$ cat config.mk
export PLATFORM = sky130hd
export DESIGN_NAME = arbitro_posicionamento_flat
export DESIGN_NICKNAME = d
export VERILOG_FILES = /design/src/rtl/arbitro_posicionamento_pkg.sv /design/src/rtl/arbitro_posicionamento_if.sv /design/src/rtl/arbitro_posicionamento_contador_frota.sv /design/src/rtl/arbitro_posicionamento.sv /design/src/flat_wrapper.sv
export SDC_FILE = /design/constraint.sdc
export NUM_CORES = 1
export LEC_CHECK = 0
export BUFFER_PORTS_ARGS = -buffer_cell sky130_fd_sc_hd__buf_4
export CAP_MARGIN = 10
export CORE_UTILIZATION = 36
export DETAILED_ROUTE_END_ITERATION = 10
export HOLD_SLACK_MARGIN = 0.08
export PLACE_DENSITY = 0.6
export SLEW_MARGIN = 15
export SYNTH_ARGS = -nofsm -noshare
export SYNTH_HDL_FRONTEND = slang
export SYNTH_SLANG_ARGS = --single-unit
$ cat constraint.sdc
create_clock -name clk -period 5.6 [get_ports clk]
set_input_delay 0.56 -clock clk [delete_from_list [all_inputs] [get_ports clk]]
set_output_delay 0.56 -clock clk [all_outputs]
set_load 0.05 [all_outputs]
$ cat src/rtl/arbitro_posicionamento_pkg.sv
// Shared types and constants for the placement-phase arbiter of the naval battle game.
// Piece types, per-type fleet quotas and the arbiter state encoding live here.
package batalha_pkg;

  localparam logic [2:0] TIPO_SUBMARINO    = 3'd0;
  localparam logic [2:0] TIPO_CRUZADOR     = 3'd1;
  localparam logic [2:0] TIPO_HIDROAVIAO   = 3'd2;
  localparam logic [2:0] TIPO_ENCOURACADO  = 3'd3;
  localparam logic [2:0] TIPO_PORTA_AVIOES = 3'd4;

  localparam logic [2:0] QUOTA_SUBMARINO    = 3'd5;
  localparam logic [2:0] QUOTA_CRUZADOR     = 3'd2;
  localparam logic [2:0] QUOTA_HIDROAVIAO   = 3'd2;
  localparam logic [2:0] QUOTA_ENCOURACADO  = 3'd1;
  localparam logic [2:0] QUOTA_PORTA_AVIOES = 3'd1;

  localparam int NUM_TIPOS  = 5;
  localparam int FLEET_SIZE = 11;

  typedef enum logic [2:0] {
    IDLE,
    REJECT,
    ISSUE,
    WAIT,
    RESP
  } estado_t;

  typedef struct packed {
    logic [2:0] tipo;
    logic [3:0] x;
    logic [3:0] y;
    logic       direcao;
    logic [2:0] orientacao;
  } pedido_t;

  function automatic logic [2:0] quota_tipo(input logic [2:0] tipo);
    case (tipo)
      TIPO_SUBMARINO:    quota_tipo = QUOTA_SUBMARINO;
      TIPO_CRUZADOR:     quota_tipo = QUOTA_CRUZADOR;
      TIPO_HIDROAVIAO:   quota_tipo = QUOTA_HIDROAVIAO;
      TIPO_ENCOURACADO:  quota_tipo = QUOTA_ENCOURACADO;
      TIPO_PORTA_AVIOES: quota_tipo = QUOTA_PORTA_AVIOES;
      default:           quota_tipo = 3'd0;
    endcase
  endfunction

endpackage

$ cat src/rtl/arbitro_posicionamento_if.sv
// Bus between the placement arbiter (master) and the shared conflict validator (slave).
interface arbitro_posicionamento_if;
  logic       val_start;
  logic [2:0] val_tipo;
  logic [3:0] val_x;
  logic [3:0] val_y;
  logic       val_direcao;
  logic [2:0] val_orientacao;
  logic       val_jogador;
  logic       val_done;
  logic       val_conflito;

  modport master (
    output val_start, val_tipo, val_x, val_y, val_direcao, val_orientacao, val_jogador,
    input  val_done, val_conflito
  );

  modport slave (
    input  val_start, val_tipo, val_x, val_y, val_direcao, val_orientacao, val_jogador,
    output val_done, val_conflito
  );
endinterface

$ cat src/rtl/arbitro_posicionamento_contador_frota.sv
// Per-player fleet counter: one 3-bit count per piece type, quota-full flags and fleet completion.
module contador_frota
  import batalha_pkg::*;
(
  input  logic       clk,
  input  logic       reset,
  input  logic       incr,
  input  logic [2:0] tipo,
  output logic [7:0] quota_cheia,
  output logic       fleet_done,
  output logic       fleet_done_nxt
);

  logic [NUM_TIPOS-1:0][2:0] cnt;
  logic [NUM_TIPOS-1:0][2:0] cnt_nxt;
  logic [3:0]                total_nxt;

  // Unused type codes 5..7 read as permanently full.
  always_comb begin
    cnt_nxt     = cnt;
    quota_cheia = '1;
    total_nxt   = '0;
    for (int t = 0; t < NUM_TIPOS; t++) begin
      quota_cheia[t] = (cnt[t] >= quota_tipo(3'(t)));
      if (incr && (tipo == 3'(t)) && (cnt[t] < quota_tipo(3'(t))))
        cnt_nxt[t] = cnt[t] + 3'd1;
      total_nxt = total_nxt + {1'b0, cnt_nxt[t]};
    end
    fleet_done_nxt = (total_nxt == 4'(FLEET_SIZE));
  end

  always_ff @(posedge clk) begin
    if (!reset) begin
      cnt        <= '0;
      fleet_done <= 1'b0;
    end else begin
      cnt        <= cnt_nxt;
      fleet_done <= fleet_done_nxt;
    end
  end

endmodule

$ cat src/rtl/arbitro_posicionamento.sv
// Round-robin arbiter granting the shared conflict validator to the CPU or human placement
// requester, with local legality/quota rejection, validator timeout and fleet completion.
module arbitro_posicionamento
  import batalha_pkg::*;
#(
  parameter int BOARD       = 10,
  parameter int VAL_TIMEOUT = 15
) (
  input  logic       clk,
  input  logic       reset,
  input  logic       req_cpu,
  input  logic       req_hum,
  input  logic [2:0] tipo_cpu,
  input  logic [2:0] tipo_hum,
  input  logic [3:0] x_cpu,
  input  logic [3:0] y_cpu,
  input  logic [3:0] x_hum,
  input  logic [3:0] y_hum,
  input  logic       dir_cpu,
  input  logic       dir_hum,
  input  logic [2:0] ori_cpu,
  input  logic [2:0] ori_hum,
  output logic       ack_cpu,
  output logic       ack_hum,
  output logic       gnt_cpu,
  output logic       gnt_hum,
  output logic       resp_conflito,
  output logic       resp_erro,
  arbitro_posicionamento_if.master val,
  output logic       fleet_done_cpu,
  output logic       fleet_done_hum,
  output logic       start_game
);

  localparam int         TW      = $clog2(VAL_TIMEOUT + 1);
  localparam logic [4:0] BOARD_L = 5'(BOARD);

  estado_t    state;
  logic       ptr;
  logic [TW-1:0] cnt_to;

  logic       sel_hum;
  pedido_t    sel;
  logic       cheia;
  logic       invalido;
  logic [7:0] cheia_cpu;
  logic [7:0] cheia_hum;
  logic       fd_nxt_cpu;
  logic       fd_nxt_hum;
  logic       incr_cpu;
  logic       incr_hum;

  // ptr=0 favours the CPU when both requesters are waiting.
  always_comb begin
    sel_hum  = req_hum && (!req_cpu || ptr);
    sel      = sel_hum ? '{tipo_hum, x_hum, y_hum, dir_hum, ori_hum}
                       : '{tipo_cpu, x_cpu, y_cpu, dir_cpu, ori_cpu};
    cheia    = sel_hum ? cheia_hum[sel.tipo] : cheia_cpu[sel.tipo];
    invalido = (sel.tipo > TIPO_PORTA_AVIOES) ||
               ({1'b0, sel.x} >= BOARD_L) ||
               ({1'b0, sel.y} >= BOARD_L) ||
               cheia;
    incr_cpu = (state == RESP) && !val.val_jogador && !resp_conflito && !resp_erro;
    incr_hum = (state == RESP) &&  val.val_jogador && !resp_conflito && !resp_erro;
  end

  always_ff @(posedge clk) begin
    if (!reset) begin
      state              <= IDLE;
      ptr                <= 1'b0;
      cnt_to             <= '0;
      ack_cpu            <= 1'b0;
      ack_hum            <= 1'b0;
      gnt_cpu            <= 1'b0;
      gnt_hum            <= 1'b0;
      resp_conflito      <= 1'b0;
      resp_erro          <= 1'b0;
      start_game         <= 1'b0;
      val.val_start      <= 1'b0;
      val.val_tipo       <= '0;
      val.val_x          <= '0;
      val.val_y          <= '0;
      val.val_direcao    <= 1'b0;
      val.val_orientacao <= '0;
      val.val_jogador    <= 1'b0;
    end else begin
      val.val_start <= 1'b0;
      ack_cpu       <= 1'b0;
      ack_hum       <= 1'b0;
      start_game    <= fd_nxt_cpu & fd_nxt_hum;
      case (state)
        IDLE: begin
          if (req_cpu || req_hum) begin
            val.val_tipo       <= sel.tipo;
            val.val_x          <= sel.x;
            val.val_y          <= sel.y;
            val.val_direcao    <= sel.direcao;
            val.val_orientacao <= sel.orientacao;
            val.val_jogador    <= sel_hum;
            if (invalido) begin
              state         <= REJECT;
              ack_cpu       <= !sel_hum;
              ack_hum       <= sel_hum;
              resp_erro     <= 1'b1;
              resp_conflito <= 1'b0;
              ptr           <= !sel_hum;
            end else begin
              state         <= ISSUE;
              val.val_start <= 1'b1;
              gnt_cpu       <= !sel_hum;
              gnt_hum       <= sel_hum;
            end
          end
        end
        REJECT: begin
          resp_erro     <= 1'b0;
          resp_conflito <= 1'b0;
          state         <= IDLE;
        end
        ISSUE: begin
          cnt_to <= '0;
          state  <= WAIT;
        end
        WAIT: begin
          if (val.val_done || (cnt_to == TW'(VAL_TIMEOUT - 1))) begin
            resp_conflito <= val.val_done ? val.val_conflito : 1'b1;
            resp_erro     <= !val.val_done;
            ack_cpu       <= !val.val_jogador;
            ack_hum       <= val.val_jogador;
            gnt_cpu       <= 1'b0;
            gnt_hum       <= 1'b0;
            ptr           <= !val.val_jogador;
            state         <= RESP;
          end else begin
            cnt_to <= cnt_to + 1'b1;
          end
        end
        RESP: begin
          resp_erro     <= 1'b0;
          resp_conflito <= 1'b0;
          state         <= IDLE;
        end
        default: state <= IDLE;
      endcase
    end
  end

  contador_frota u_frota_cpu (
    .clk            (clk),
    .reset          (reset),
    .incr           (incr_cpu),
    .tipo           (val.val_tipo),
    .quota_cheia    (cheia_cpu),
    .fleet_done     (fleet_done_cpu),
    .fleet_done_nxt (fd_nxt_cpu)
  );

  contador_frota u_frota_hum (
    .clk            (clk),
    .reset          (reset),
    .incr           (incr_hum),
    .tipo           (val.val_tipo),
    .quota_cheia    (cheia_hum),
    .fleet_done     (fleet_done_hum),
    .fleet_done_nxt (fd_nxt_hum)
  );

endmodule

$ cat src/flat_wrapper.sv
// flat-port wrapper written by rule: the top's interface ports become plain ports
module arbitro_posicionamento_flat import batalha_pkg::*;
#(
  parameter int BOARD       = 10,
  parameter int VAL_TIMEOUT = 15
)
  (clk, reset, req_cpu, req_hum, tipo_cpu, tipo_hum, x_cpu, y_cpu, x_hum, y_hum, dir_cpu, dir_hum, ori_cpu, ori_hum, ack_cpu, ack_hum, gnt_cpu, gnt_hum, resp_conflito, resp_erro, fleet_done_cpu, fleet_done_hum, start_game, val_val_start, val_val_tipo, val_val_x, val_val_y, val_val_direcao, val_val_orientacao, val_val_jogador, val_val_done, val_val_conflito);
  arbitro_posicionamento_if val_i ();
  input  logic clk;
  input  logic reset;
  input  logic req_cpu;
  input  logic req_hum;
  input  logic [2:0] tipo_cpu;
  input  logic [2:0] tipo_hum;
  input  logic [3:0] x_cpu;
  input  logic [3:0] y_cpu;
  input  logic [3:0] x_hum;
  input  logic [3:0] y_hum;
  input  logic dir_cpu;
  input  logic dir_hum;
  input  logic [2:0] ori_cpu;
  input  logic [2:0] ori_hum;
  output logic ack_cpu;
  output logic ack_hum;
  output logic gnt_cpu;
  output logic gnt_hum;
  output logic resp_conflito;
  output logic resp_erro;
  output logic fleet_done_cpu;
  output logic fleet_done_hum;
  output logic start_game;
  output wire logic [$bits(val_i.val_start)-1:0] val_val_start;
  output wire logic [$bits(val_i.val_tipo)-1:0] val_val_tipo;
  output wire logic [$bits(val_i.val_x)-1:0] val_val_x;
  output wire logic [$bits(val_i.val_y)-1:0] val_val_y;
  output wire logic [$bits(val_i.val_direcao)-1:0] val_val_direcao;
  output wire logic [$bits(val_i.val_orientacao)-1:0] val_val_orientacao;
  output wire logic [$bits(val_i.val_jogador)-1:0] val_val_jogador;
  input wire logic [$bits(val_i.val_done)-1:0] val_val_done;
  input wire logic [$bits(val_i.val_conflito)-1:0] val_val_conflito;
  assign val_val_start = val_i.val_start;
  assign val_val_tipo = val_i.val_tipo;
  assign val_val_x = val_i.val_x;
  assign val_val_y = val_i.val_y;
  assign val_val_direcao = val_i.val_direcao;
  assign val_val_orientacao = val_i.val_orientacao;
  assign val_val_jogador = val_i.val_jogador;
  assign val_i.val_done = val_val_done;
  assign val_i.val_conflito = val_val_conflito;
  arbitro_posicionamento #(.BOARD(BOARD), .VAL_TIMEOUT(VAL_TIMEOUT)) u_core (.clk(clk), .reset(reset), .req_cpu(req_cpu), .req_hum(req_hum), .tipo_cpu(tipo_cpu), .tipo_hum(tipo_hum), .x_cpu(x_cpu), .y_cpu(y_cpu), .x_hum(x_hum), .y_hum(y_hum), .dir_cpu(dir_cpu), .dir_hum(dir_hum), .ori_cpu(ori_cpu), .ori_hum(ori_hum), .ack_cpu(ack_cpu), .ack_hum(ack_hum), .gnt_cpu(gnt_cpu), .gnt_hum(gnt_hum), .resp_conflito(resp_conflito), .resp_erro(resp_erro), .val(val_i), .fleet_done_cpu(fleet_done_cpu), .fleet_done_hum(fleet_done_hum), .start_game(start_game));
endmodule
== Word level (Yosys, flattened, before mapping) ==
Cells that the tools add are included.
Cells by class
  add/subtract/negate cells: 19
  shift operators: 0
  multipliers: 0
  reduce and logical (&&, ||, !) cells: 52
  mux-type cells: 51
  equal/unequal tests: 16
  order comparisons: 24
  bitwise logic cells: 1
  div/mod/pow operators: 0
Operators with widths (number)
  3-bit 2-to-1 mux: 12
  3-bit by 1-bit adder with 3-bit output (second input constant): 10
  1-bit logical AND: 27
  1-bit 2-to-1 mux: 25
  4-bit by 3-bit adder with 4-bit output: 6
  15-bit 2-to-1 mux: 1
  3-bit by 2-bit equality test with 1-bit output (second input constant): 4
  4-bit equality test (second input constant): 3
  3-bit by 1-bit >= comparator with 1-bit output (second input constant): 4
  3-bit by 2-bit >= comparator with 1-bit output (second input constant): 4
  3-bit by 1-bit < comparator with 1-bit output (second input constant): 4
  3-bit by 2-bit < comparator with 1-bit output (second input constant): 4
  4-bit AND reduction: 3
  1-bit one-hot mux with 2 select lines: 5
  3-bit one-hot mux with 3 select lines: 1
  3-bit by 3-bit adder with 4-bit output: 2
  4-bit >= comparator (second input constant): 2
  4-bit one-hot mux with 2 select lines: 1
  1-bit binary-select mux with 3-bit select: 2
  3-bit by 1-bit equality test with 1-bit output (second input constant): 2
  3-bit equality test (second input constant): 2
  3-bit >= comparator (second input constant): 2
  1-bit zero test: 6
  3-bit zero test: 2
  other kinds (16): 29
Storage, ports and cells
  RAM bits: 0
  word-level logic and storage cells: 192
  register bits after elaboration: 64
  bits in read-only memories: 0
  output and inout bits: 26
  input port bits: 36
  latch bits: 0
  memories kept: 0

== Depth between registers and ports, before layout ==
Gate-level depths: netlist of the first run.
  word-level depth: 13
  gate-level depth with buffers: 17
  gate-level depth less buffers: 16

== Hierarchy ==
From an unflattened synthesis of the first run, not the netlist that was laid out.
Second synthesis, totals
  cell total of the unflattened synthesis: 479
  area total of the unflattened synthesis: 4194.0 µm²
Modules (own cells, without submodules)
  arbitro_posicionamento: instances 1, area an instance 1746.7 µm², sequential area each 640.6 µm², cells an instance 220
  contador_frota at u_core.u_frota_cpu: instances 1, area an instance 1241.2 µm², sequential area each 320.3 µm², cells an instance 135
  contador_frota at u_core.u_frota_hum: instances 1, area an instance 1206.2 µm², sequential area each 320.3 µm², cells an instance 124

== Worst setup path after synthesis of the first run ==
No wires, ideal clock.
  path type: reg-to-reg
  start: reg u_core.resp_conflito
  end: reg u_core.start_game
  path buffers: 0
  setup time: 0.096 ns
  arrival: 4.691 ns
  cell stages (with the launch flop): 17
  path slack: 0.813 ns
  period minus slack after synthesis: 4.787 ns
  required time: 5.504 ns
  path through: dfxtp_1 or4b_4 nor3_1 and3b_1 mux2_2 fa_1 inv_1 fa_1 inv_1 fa_1 inv_1 ha_1 fa_1 xnor2_1 xnor2_1 nor2_1 nor4b_1
Between the ends
  word-level cells in the longest chain between the ends: 12
  elaborated cells on any way between the ends: 46
  classes of those cells: add/sub (8); eq/ne (2); mux (10); bitwise (1); reduce/logical (25)
RTL lines
  start: declaration: line arbitro_posicionamento.sv:27  | output logic resp_conflito,
  start signal: assignment: line arbitro_posicionamento.sv:126  | resp_conflito <= val.val_done ? val.val_conflito : 1'b1;
  1-bit zero test *: line arbitro_posicionamento.sv:63, arbitro_posicionamento.sv:64
  1-bit logical AND, on equally long branches (2 in series): line arbitro_posicionamento.sv:63, arbitro_posicionamento.sv:64
  1-bit logical AND (2 in series): line arbitro_posicionamento_contador_frota.sv:25  | if (incr && (tipo == 3'(t)) && (cnt[t] < quota_tipo(3'(t))))
  3-bit 2-to-1 mux: line arbitro_posicionamento_contador_frota.sv:25
  3-bit by 3-bit adder with 4-bit output: line arbitro_posicionamento_contador_frota.sv:27  | total_nxt = total_nxt + {1'b0, cnt_nxt[t]};
  4-bit by 3-bit adder with 4-bit output (3 in series): line arbitro_posicionamento_contador_frota.sv:27
  4-bit equality test: line arbitro_posicionamento_contador_frota.sv:29  | fleet_done_nxt = (total_nxt == 4'(FLEET_SIZE));
  1-bit bitwise AND *: line arbitro_posicionamento.sv:90  | start_game <= fd_nxt_cpu & fd_nxt_hum;
  end signal: assignment: line arbitro_posicionamento.sv:90
  end: declaration: line arbitro_posicionamento.sv:32  | output logic start_game
Mark *: on every way between the ends. The rest lies on a longest branch, timed or not.
A chain may end at the register's enable or synchronous reset.

== Worst setup path in the final report of the first run ==
  start: reg u_core.state[0]
  end: reg u_core.u_frota_hum.fleet_done
Between the ends
  word-level cells in the longest chain between the ends: 12
  elaborated cells on any way between the ends: 24
  classes of those cells: add/sub (4); eq/ne (2); mux (5); reduce/logical (13)
RTL lines
  start: declaration: line arbitro_posicionamento.sv:38  | estado_t state;
  start signal: assignment: line arbitro_posicionamento.sv:69  | state <= IDLE;
  start signal: assignment: line arbitro_posicionamento.sv:101  | state <= REJECT;
  start signal: assignment: line arbitro_posicionamento.sv:108  | state <= ISSUE;
  3-bit equality test *: line arbitro_posicionamento.sv:64  | incr_hum = (state == RESP) && val.val_jogador && !resp_conflito && !resp_erro;
  1-bit logical AND * (3 in series): line arbitro_posicionamento.sv:64
  1-bit logical AND (2 in series): line arbitro_posicionamento_contador_frota.sv:25
  3-bit 2-to-1 mux: line arbitro_posicionamento_contador_frota.sv:25
  3-bit by 3-bit adder with 4-bit output: line arbitro_posicionamento_contador_frota.sv:27
  4-bit by 3-bit adder with 4-bit output (2 in series): line arbitro_posicionamento_contador_frota.sv:27
  4-bit by 3-bit adder with 4-bit output *: line arbitro_posicionamento_contador_frota.sv:27
  4-bit equality test *: line arbitro_posicionamento_contador_frota.sv:29
  end signal: assignment: line arbitro_posicionamento_contador_frota.sv:38  | fleet_done <= fleet_done_nxt;
  end: declaration: line arbitro_posicionamento_contador_frota.sv:10  | output logic fleet_done,
Marked as above.

==> results of run 1 <==
-- report_power, final --
part	total [uW]	internal, uW	switching (uW)
logic	230	82.1	147
registers	498	476	21.1
clock network	328	158	169
-- path summary, 6_finish.rpt --
| kind | startpoint | to | cells after the start | slack, ns |
|---|---|---|---|---|
| setup / recovery | u_core.state[0] | u_core.u_frota_hum.fleet_done | 13 | 0.68 |
| hold / removal | dir_cpu | u_core.val.val_direcao | 3 | 0.48 |
| setup reg to reg | u_core.state[0] | u_core.u_frota_hum.fleet_done | 13 | 0.68 |
| hold reg to reg | u_core.resp_conflito | u_core.resp_conflito | 2 | 0.50 |
-- flip-flops by register name, summed over array words and instances, names as in the netlist, 3 cells and up --
register and flops:
u_core.u_frota_cpu.cnt 15, u_core.u_frota_hum.cnt 15, u_core.val.val_tipo 3, u_core.val.val_orientacao 3, u_core.val.val_y 4, u_core.cnt_to 4
u_core.state 3, u_core.val.val_x 4
-- per-stage QoR --
step                      hold WS (ns)  utilization [%]  setup slack, ns
after global placement          0.4781            42.52           0.8150
after detailed placement        0.4869            42.52           0.6713
after global routing            0.4982            43.95           0.3691
after CTS                       0.4702            43.95           0.6186
final                           0.4825            43.95           0.6766
after floorplan                 0.4934                -           0.8126
-- routing by layer --
metal,global-route usage [%],part of all wire [%]
met5,0,0
met4,8.350,2.0
met3,2.288,4.7
met2,25.99,44
met1,24.12,50
-- cell families after synthesis --
kind of cell / count (synthesis)
and+or+nand+nor: 153
AOI/OAI and AO/OA: 87
buffers and inverters: 49
adders and majority gates: 43
muxes: 3
DFF: 64
xor gates and xnor gates: 17
-- layout make-up --
| cell class | count | area (um2) | area share (%) |
|---|---|---|---|
| Multi-Input combinational cell | 303 | 2356 | 51.93 |
| Sequential cell | 64 | 1281 | 28.24 |
| Timing Repair Buffer | 62 | 465.4 | 10.26 |
| Tap cell | 136 | 170.2 | 3.751 |
| Clock buffer | 14 | 142.6 | 3.144 |
| Inverter | 31 | 116.4 | 2.565 |
| Clock inverter | 1 | 5.005 | 0.1103 |
-- cells in the final DEF (no fill, tap or decap), drive strengths merged, types with 3 or more instances in the layout --
master,count
o21a,3
a22oi,8
o41ai,3
nor2,18
nor4b,5
o211ai,4
xor2,4
fa,16
o211a,10
nor3,10
and2,11
nand3,18
a21boi,7
o21ai,14
or2,4
inv,31
clkbuf,14
xnor2,13
a21oi,15
nand2,29
o31ai,5
and3,8
nand2b,3
a31oi,3
nand3b,3
nor3b,5
dfxtp,64
ha,27
or3,3
nand4,3
nor2b,25
buf,62
-- worst max-delay path, stage by stage, from the launching register on --
cell and delay [ns]:
dfxtp_1 0.42, or4b_4 0.59, or3b_1 0.54, nor4_4 0.34
a21oi_1 0.17, fa_1 0.56, inv_1 0.06, fa_1 0.52
fa_1 0.42, ha_1 0.23, fa_1 0.38, xnor2_1 0.20
xnor2_1 0.11, nor4b_1 0.28
==> results.md, run 1 <==
* Status: complete, no violations
* Synth area leaders: dfxtp_1 (33%), ha_1 (8.8%), fa_1 (8.3%)
* Design area at about 0.0045 mm2
* Mapped cell area at between 0.003 and 0.004 mm2
* Starting density of the core at between 30 and 40%
* Top-area cell type share of the netlist area at about a third
* Pwr per Cell Area at 232.6 mW/mm2
* Vias in the first global route at 3073
* Highest clock rate at about 0.20 GHz
* Reg clk slew, reported paths at approximately 0.06 ns
* Final HPWL DP at 6.778 mm
* Global placement routability congestion at between 0.8 and 0.9
* Final setup viols at 0
* Total Routed Length at between 9 and 10 mm
* Async set-reset flop share out of synthesis at 0%
* Synth Area in Compound Gates at between 15 and 20%
* Adder-Cell Fraction of Synth Area at 17.16%
* Die X at approximately 110 um
* Count leader, synth: dfxtp_1
* Post-synth top area cell: dfxtp_1
* Initial drt markers at 170
* Number of synthesized register bits at 64
* # IOs at between 60 and 70
* Antenna fix cells at 0
* Gr ovfl total at 0
* Gate Count Post-Synth at between 400 and 500
* Worst Max-Slew Pin Slew at 0.8816 ns
* Post-CTS Resized at 0
* Number of nets in the layout at 550
* Drt wl/cell at ~15 um
* Antenna violations before repair at 0
* Final hold violations at 0
* Die H at between 100 and 150 um
* Drt first pass iters at 5
* Worst-path fanout max at 11
* RSZ-0062 raised after global routing: no
* Tot Pwr at around 1100 uW
* Via count at between 3000 and 4000
* Primary FF master, synth: dfxtp_1
* Max Slew Vio Count at 0
* GRT Overall Usage at 17.21%
* DRC viols at 0
* Cts hold-fix bufs at 0
* Most frequent cells after synthesis: dfxtp_1 (64), inv_1 (31), nand2_1 (29)
* Core ar. at 0.01032 mm2
* Tmin final at around 4.9 ns
* Worst rel slew slack at roughly two fifths
* Placed Cells at about 600
* Final non-filler cell total at 611
* Syn Area/Cell at 9.222 um2
* Clk buf depth at 2
* Sum of negative setup slack at 0 ns
* WP data arrival at 5.16 ns
* Setup Buffers After CTS at 0
* CTS Buf Count at 9
* Crit end category: flip-flop
* Skew final at 0.007053 ns
* Post-route ant nets at 0
* Area post-placement at 0.004389 mm2
* Clock tree from TritonCTS: done
* Simple-Gate Fraction of Synth Area at 23.35%
* Syn nets at between 400 and 500
* Worst Path Required at about 5.8 ns
* Layout cells sized above 1 at roughly 17%
* XOR/XNOR Fraction of Synth Area at ~3.9%
* Maximum vdd ir drop at ~0.000093 V
* Vias/cell at just over 5
* Main combinational cell family by area after synthesis: simple AND/OR/NAND/NOR gates
* CP Class: flip-flop to flip-flop
* Area delta synth->final at 18.26%
* First-pass GRT wire length at around 15 mm
* Max cap viols at 0
* Yosys cell types at 54
* Class of the worst hold path: input port to flip-flop
* Final Cycle Share at 87.92%
* Startpoint types: flip-flop
* CTS Root Cell: clkbuf_8
* Sequential fraction of the synthesis area at ~33%
* Number of port buffers at 61
* Synth warn at 0
* Largest net degree at the start of global routing at 64
* Multiplexer share of the synthesized area at less than 1%
* CTS Sinks at between 60 and 70
* Leak Pwr at about 0.0020 uW
* Post-synth EDFFs at 0
* Fillers at a little under 1000
* Clock latency on the worst-skew pair at 0.35 ns
* Die ar. at ~0.011 mm2
* # rows at 37
* H-tree depth at 3
No activity file was read; power rests on OpenSTA's default activity.
==> run 2, diff against run 1 <==
- BUFFER_PORTS_ARGS: -buffer_cell sky130_fd_sc_hd__buf_4 -> default
- DONT_BUFFER_PORTS: default -> 1
- PLACE_DENSITY: 0.6 -> 0.55
==> results.md, run 2 (same netlist as run 1, synthesis figures left out) <==
* Status: complete, no violations
* Pre-CTS WS at 0.6810 ns
* Drt wl/cell at between 15 and 20 um
* Logic pwr share at 9.9%
* GRT Overall Usage at ~16%
* Commonest non-fill, non-tap cell in the layout: dfxtp_1
* Vias/cell at around 5.3
* Area post-placement at about 0.0039 mm2
* Worst Max-Slew Pin Slew at around 0.91 ns
* Clock tree from TritonCTS: done
* Max cap viols at 0
* Die ar. at approximately 0.011 mm2
* Final setup viols at 0
* Antenna fix cells at 0
* Max Slew Vio Count at 0
* Drt first pass iters at 5
* WP data arrival at about 5.1 ns
* Skew final at ~0.0096 ns
* Setup Buffers After CTS at 0
* Core ar. at 0.01032 mm2
* Seq. cell area at between 0.001 and 0.0015 mm2
* NetSw at approximately 340 uW
* # IOs at 62
* FF-to-FF End: u_core.start_game
* Worst rel slew slack at between 30% and 40%
* Crit path launch: u_core.state[0]
* CP Class: flip-flop to flip-flop
* Global placement routability congestion at 0.7650
* Cts hold-fix bufs at 0
* Die H at around 110 um
* Antenna violations before repair at 0
* Worst Path Required at approximately 6 ns
* Reg2Reg Launch Point: u_core.state[0]
* Most frequent cells in the layout: dfxtp_1 (64), inv_1 (31), nand2_1 (29), ha_1 (27), nor2b_1 (25)
* Starting density of the core at a little under two fifths
* CTS Buf Count at 9
* Post-CTS Resized at 0
* Setup ws final at approximately 0.74 ns
* Pwr per Cell Area at between 200 and 300 mW/mm2
* DRC viols at 0
* Die X at 105.2 um
* CTS Sinks at 64
* Maximum vdd ir drop at between 0.0001 and 0.00015 V
* Switching portion of total power at a little under a third
* Internal at around 730 uW
* Clock latency on the worst-skew pair at 0.35 ns
* Layout cells sized above 1 at under 10%
* Initial drt markers at 158
* R2R depth at 17
* Worst-path fanout max at 11
* H-tree depth at 3
* Sequential Power Share at 52.7%
* Via count at 2940
* Clock network power share at 37.3%
* Post-route ant nets at 0
* Number of port buffers at 0
* Final Cycle Share at 86.78%
* Highest clock rate at roughly 0.21 GHz
* Reg-to-reg setup timing slack at between 0.7 and 0.8 ns
* Sum of negative setup slack at 0 ns
* Class of the worst hold path: input port to flip-flop
* Startpoint types: flip-flop
* First-pass GRT wire length at between 10 and 15 mm
* Crit-path cells: or4b_4 -> nor3_1 -> buf_4 -> and3b_1 -> mux2_2 -> fa_1 -> inv_1 -> fa_1 -> inv_1 -> fa_1 -> inv_1 -> ha_1 -> fa_1 -> xnor2_1 -> xnor2_1 -> nor2_1 -> nor4b_1
* Clk buf depth at 2
* Critical Path Most Common Cell: fa_1
* Largest net degree at the start of global routing at 64
* Leak Pwr at around 0.0018 uW
* Final non-filler cell total at between 500 and 600
* Gr ovfl total at 0
* Final HPWL DP at approximately 6.5 mm
* Reg clk slew, reported paths at about 0.080 ns
* Final hold violations at 0
* Top flop regs: u_core.u_frota_cpu.cnt (15), u_core.u_frota_hum.cnt (15)
* RSZ-0062 raised after global routing: no
* Minimum hold slack at roughly 0.33 ns
* Placed Cells at ~540
* Area delta synth->final at 7.795%
* Total Routed Length at 8.554 mm
* # rows at 37
* CTS Root Cell: clkbuf_8
* Fillers at just over 1000
* Vias in the first global route at around 2800
* Tmin final at slightly below 5 ns
* Number of nets in the layout at just under 500
* Critical path's largest stage delay at around 0.6 ns
* Area of the multi-input gates at 0.002356 mm2
* Crit end category: flip-flop
* CP max stage cell: or4b_4
* CP endpoint: u_core.start_game
* Design area at about 0.0041 mm2
-- run 2: cell types whose count changed in the layout (fill, tap and decap cells not counted), sizes merged --
cell | previous run | this run
buf | 62 | 2
bufinv | 0 | 1
clkbuf | 14 | 9
clkinv | 1 | 4
clkinvlp | 0 | 2
-- run 2: layout make-up --
class | instances | area share, %
multi-input cells | 303 | 56.97
flip-flops and latches | 64 | 30.98
well taps | 136 | 4.115
clock buffers | 9 | 2.995
inverters | 31 | 2.814
clock inverters | 7 | 1.755
repair buffers | 2 | 0.3631
-- run 2: power groups by stage --
stage	clock network (uW)	logic, uW	registers, uW
after floorplan	0	94.2	563
after global placement	0	105	573
after detailed placement	0	105	573
after CTS	411	106	562
after global routing	432	118	566
final	398	106	562
-- run 2: stage by stage --
step | util, % | power (uW)
finish | 40.06 | 1066
global placement | 38.15 | 677.2
floorplan | - | 657.4
detailed placement | 38.15 | 678.4
global route | 40.06 | 1117
CTS | 40.06 | 1080
-- run 2: worst min-delay path by stage --
| stage | start | to | slack, ns | depth (start not counted) |
|---|---|---|---|---|
| 2_1_floorplan | u_core.u_frota_cpu.cnt[11] | u_core.u_frota_cpu.cnt[11] | 0.49 | 2 |
| 3_3_place_gp | u_core.cnt_to[3] | u_core.cnt_to[3] | 0.52 | 2 |
| 3_5_place_dp | u_core.u_frota_hum.cnt[11] | u_core.u_frota_hum.cnt[11] | 0.53 | 2 |
| 4_1_cts | reset | u_core.u_frota_hum.cnt[14] | 0.32 | 1 |
| 5_1_grt | reset | u_core.u_frota_hum.cnt[14] | 0.33 | 1 |
| 6_report | reset | u_core.u_frota_hum.cnt[14] | 0.33 | 1 |
-- run 2: worst max-delay path: cells and delay by family (launching register included) --
family | cells | cell delay [ns]
xor+xnor | 2 | 0.28
flops | 1 | 0.43
simple gates | 5 | 1.33
fa+ha+maj | 5 | 2.03
buf+inv | 4 | 0.33
mux | 1 | 0.37
-- run 2: per-layer routing --
layer	global-route usage, %	vias to the layer above	wire length (um)
li1	-	1442	-
met1	21.26	1399	4003
met2	25.38	83	3776
met3	4.515	16	586
met4	7.545	0	188
met5	0	-	0
